### config.mk
export PLATFORM = sky130hd
export DESIGN_NAME = data_memory
export DESIGN_NICKNAME = d
export VERILOG_FILES = /design/src/rtl/data_memory.sv
export SDC_FILE = /design/constraint.sdc
export NUM_CORES = 2
export LEC_CHECK = 0
export CAP_MARGIN = 20
export CORE_MARGIN = 1
export CORE_UTILIZATION = 59
export DETAILED_ROUTE_END_ITERATION = 6
export PLACE_DENSITY_LB_ADDON = 0.05
export SYNTH_ARGS = -nofsm -noshare
export SYNTH_HDL_FRONTEND = slang
export SYNTH_SLANG_ARGS = --single-unit
### constraint.sdc
create_clock -name clk -period 207.8 [get_ports clk]
set_input_delay 41.56 -clock clk [delete_from_list [all_inputs] [get_ports clk]]
set_output_delay 41.56 -clock clk [all_outputs]
set_load 0.01 [all_outputs]
### src/rtl/data_memory.sv
// data_memory: word-addressed single-port RAM, synchronous write, combinational read.
// Ports: clk, reset (async, active-high, clears all words), write_enable,
//        addr (word index), writedata, readdata (word at addr).
// Optional feature macro: DATA_MEMORY_BOUNDS_CHECK_EN. When it is defined,
// addr >= DEPTH reads 0 and ignores writes. When it is not defined, addr wraps modulo DEPTH.
module data_memory #(
    parameter int DATA_WIDTH = 32,
    parameter int ADDR_WIDTH = 32,
    parameter int DEPTH      = 64
) (
    input  logic                  clk,
    input  logic                  reset,
    input  logic                  write_enable,
    input  logic [ADDR_WIDTH-1:0] addr,
    input  logic [DATA_WIDTH-1:0] writedata,
    output logic [DATA_WIDTH-1:0] readdata
);
    localparam int IDX = $clog2(DEPTH);
    logic [DATA_WIDTH-1:0] mem [DEPTH];
    logic [IDX-1:0]        idx;
    logic                  in_range;
    assign idx = addr[IDX-1:0];
`ifdef DATA_MEMORY_BOUNDS_CHECK_EN
    assign in_range = addr < ADDR_WIDTH'(DEPTH);
`else
    // Upper address bits are deliberately dropped so that the address wraps.
    logic addr_unused;
    assign addr_unused = ^addr;
    assign in_range = 1'b1;
`endif
    always_ff @(posedge clk or posedge reset) begin
        if (reset) begin
            for (int i = 0; i < DEPTH; i++) mem[i] <= '0;
        end else if (write_enable && in_range) begin
            mem[idx] <= writedata;
        end
    end
    assign readdata = in_range ? mem[idx] : '0;
endmodule

* Word-level counts from Yosys, hierarchy flattened
Index checks and enable logic that the tools add are counted.
Storage, ports and cells: word-level logic and storage cells 74, register bits after elaboration 2048, memories kept 0, memory bits (read-only) 0, bits in latches 0, input bits 67, output and inout port bits 32, RAM bits 0
Cells by class: reduce and logical (&&, ||, !) cells 1, multiplexer cells 6, add/sub/neg operators 0, $mul 0, divide/modulo/power cells 0, shifts and indexed selects 0, eq/ne operators 0, bitwise logic cells 1, $lt $le $gt $ge 2
Operator list (number):
- $bwmux 2048 | 1
- $bmux 32 s6 | 1
- $demux 32 s6 | 1
- $mux 32 | 3
- $ge 7x7->1 const B | 1
- $lt 7x1->1 const B | 1
- $not 6->7 | 1
- $logic_and 1x1->1 | 1

* Longest topological paths before layout
depth after elaboration 6, gate-level depth with buffers 11, mapped depth without buffers 6

* Worst setup path after synthesis
No wires, ideal clock.
path type input port to output port, start input port addr[0], end output port readdata[15], buffers on the path 4, stages on the path 9, path slack 122859 ps, arrival time 43381 ps, required time 166240 ps, path through buf_6 buf_6 buf_2 buf_2 mux2i_1 o21ai_0 a22oi_1 nor2_1 or4_1
On the way: word-level cells in the longest chain between the ends 4
RTL lines:
- start, declared | line 14 | input logic [ADDR_WIDTH-1:0] addr,
- $not 6->7 (implied by the code) | line 38 | assign readdata = in_range ? mem[idx] : '0;
- $bmux 32 s6 | line 38
- $mux 32 (implied by the code) (2 in a row) | line 38
- end, declared | line 16 | output logic [DATA_WIDTH-1:0] readdata
No other way between the ends. The select of a mux whose other input is x is not followed.

* Final worst setup path
start input port addr[1], end output port readdata[14]
The elaborated chain is that of the path after synthesis.

==> metrics.md <==
| Metric | Value |
|---|---|
| FF+latch count, synth | 2048 |
| Synthesized instance count | 6765 |
| DR vias/cell | 7.12 |
| Critical Path Fanout Max | 102 |
| Reg clk slew, reported paths | 0.06 ns |
| H-tree Lvls | 4 |
| Footprint of the multi-input gates | 37700 um2 |
| Type of the tightest min-delay check | register to register |
| Final Net Count | 6515 |
| Met3 usage | 0.0824 |
| Startpoint types | input pin |
| Root Driver | clkbuf_16 |
| Placement Rows | 144 |
| Resize count post-CTS | 0 |
| Worst setup EP type | output pin |
| Reg area | 51200 um2 |
| Violations in the final reports | design-rule violations |
| Router iterations before antenna repair | 7 |
| Commonest non-fill, non-tap cell in the layout | dfrtp_1 |
| Yosys cell types | 62 |
| Fin. max-slew vios | 0 |
| Number of hold buffers added after cts | 0 |
| Mux contribution to synthesized area | 0.281 |
| Total global-route track usage | 0.387 |
| Final wirelength | 302 mm |
| Setup repair bufs after CTS | 0 |
| Layout cells sized above 1 | 0.414 |
| # setup viols final | 0 |
| Predominant post-synthesis flop cell | dfrtp_1 |
| Power per Cell Area | 9.74 nW/um2 |
| Post-synth EDFFs | 0 |
| Num ports | 99 |
| Syn. warnings | 0 |
| Required time worst endpoint | 166.24 ns |
| F_max | 0.0113 GHz |
| Busiest grt layer | met2 |
| Initial Util | 0.595 |
| Vias | 61744 |
| Leakage | 0.0469 uW |
| Net Count, Synth | 6832 |
| Post-synthesis compound-gate area fraction | 0.0984 |
| Initial antenna violation count | 12 |
| Post-synthesis xor/xnor area fraction | 0 |
| Max Cap Viol | 0 |
| Hold Slack | 0.491 ns |
| Num CTS Buffers | 208 |
| Biggest register | mem |
| Cell Area, Synth | 91700 um2 |
| RSZ-0062 raised after global routing | false |
| Setup TNS | 0 ns |
| Drc violations | 24 |
| DPL Wire Length | 155 mm |
| Asr flop ratio synth | 1.00 |
| Sequential-to-total area share from yosys stat | 0.559 |
| Grt met2 use | 0.590 |
| Clk buf depth | 3 |
| Die width | 396 um |
| Wire per inst | 34.9 um |
| Most frequent cells in the layout | dfrtp_1, mux2_2, a221oi_1 |
| First-pass GRT wire length | 441 mm |
| Largest family of logic cells by synthesized area | multiplexers |
| Post-synthesis simple-gate area fraction | 0.0259 |
| VDD IR max | 0.00884 mV |
| Worst-Skew Late Latency | 0.83 ns |
| Routability Congestion | 0.814 |
| Fin. Hold Viols | 0 |
| Final Critical Period | 88.11 ns |
| M1 GR Usage | 0.538 |
| Clk sinks | 2048 |
| Area delta synth->final | 10.0% |
| Largest net degree at the start of global routing | 170 |
| Status | finished with violations |
| Vias in the first global route | 62523 |
| Final ANT Viol Nets | 0 |
| Crit Path Category | input pin to output pin |
| Fill count | 11376 |
| Die area | 157000 um2 |
| Max transition margin | 0.190 |
| Final Cycle Share | 0.424 |
| CTS tree | built |
| Clk_skew | 0 ns |
| IO Port Bufs | 72 |
| Height of the chip | 396 um |
| Top flop regs | mem x2048 |
| R2R Setup Slk | 206.99 ns |
| Mapped Avg Cell Area | 13.6 um2 |
| Iteration-0 DRC Markers | 6540 |
| Max reg flops | 2048 |
| Crit path arrival time | 46.55 ns |
| Post-synthesis adder-cell area fraction | 0 |
| Congestion Overflow GR | 0 |
| Worst Max-Slew Pin Slew | 1.21 ns |
| Core area | 154000 um2 |
## per-stage QoR
| stage | setup slack [ns] | instances | instance area, um2 | utilization | total power (uW) |
|---|---|---|---|---|---|
| final | 119.69 | 8666 | 101000 | 0.654 | 983 |
| after global routing | 119.69 | 8663 | 101000 | 0.654 | 1020 |
| after CTS | 119.93 | 8648 | 101000 | 0.652 | 984 |
| after detailed placement | 119.92 | 8267 | 93400 | 0.606 | 598 |
| after global placement | 119.93 | 8264 | 93300 | 0.605 | 591 |
| after floorplan | 108.39 | 6765 | 91700 | - | 568 |
## Yosys cell counts, types with 5 or more instances
library cell,count,share of area
nand4_1,19,0.0013
a22o_1,22,0.0021
a221o_1,15,0.0016
nor2b_1,7,0.00048
or4_1,6,0.00049
a22oi_1,77,0.0063
a21oi_1,64,0.0035
mux4_2,68,0.017
nand2b_1,5,0.00034
buf_1,126,0.0052
buf_4,8,0.00065
nor3_1,11,0.00060
a31oi_1,6,0.00041
clkbuf_1,363,0.015
o21ai_1,5,0.00027
mux2_1,53,0.0065
o211ai_1,13,0.0011
nor2_1,350,0.014
o21ai_0,204,0.011
buf_2,251,0.014
nand2_1,84,0.0034
or3_1,18,0.0012
a221oi_1,690,0.066
mux2_2,2038,0.25
dfrtp_1,2048,0.56
mux2i_1,70,0.0076
nand3_1,30,0.0016
buf_6,11,0.0014
o22ai_1,41,0.0028
## where the power goes
group | internal (uW) | switching, uW | total (uW)
combinational | 57.8 | 57.8 | 116
sequential | 452 | 26.1 | 478
clock | 229 | 161 | 389
total | 738 | 245 | 983
## critical path: stages
cell	delay [ns]
buf_8	0.56
buf_4	0.67
and2_4	0.89
buf_12	0.61
a221oi_1	0.21
nor2_1	0.18
a221oi_1	0.08
o22ai_1	0.48
or3_1	0.31
clkdlybuf4s50_1	0.60
## worst paths after layout
path,start,to,depth (start not counted)
hold / removal,mem[974],mem[974],1
setup reg to reg,mem[961],mem[961],1
max in group asynchronous,reset,mem[1965],7
hold reg to reg,mem[974],mem[974],1
setup / recovery,addr[1],readdata[14],10
min in group asynchronous,reset,mem[87],2
## metal layers
| layer | vias up | wire [um] |
|---|---|---|
| met4 | 6 | 15300 |
| met5 | - | 46 |
| met1 | 33042 | 123000 |
| met3 | 786 | 28100 |
| li1 | 24781 | - |
| met2 | 3129 | 136000 |
## cells by family after synthesis
kind of cell | after synthesis
multiplexers | 2230
AND/OR/NAND/NOR | 554
flip-flops | 2048
AO/OA/AOI/OAI | 1170
buffers and inverters | 763
## final cells by class
cell class,count,area share
inverters,4,0.000372
multi-input cells,3954,0.373
well taps,2044,0.0253
clock inverters,55,0.00665
diodes,3,0.0000744
flip-flops and latches,2048,0.508
repair buffers,232,0.0222
clock buffers,326,0.0643
(Power assumes the default switching activity.)
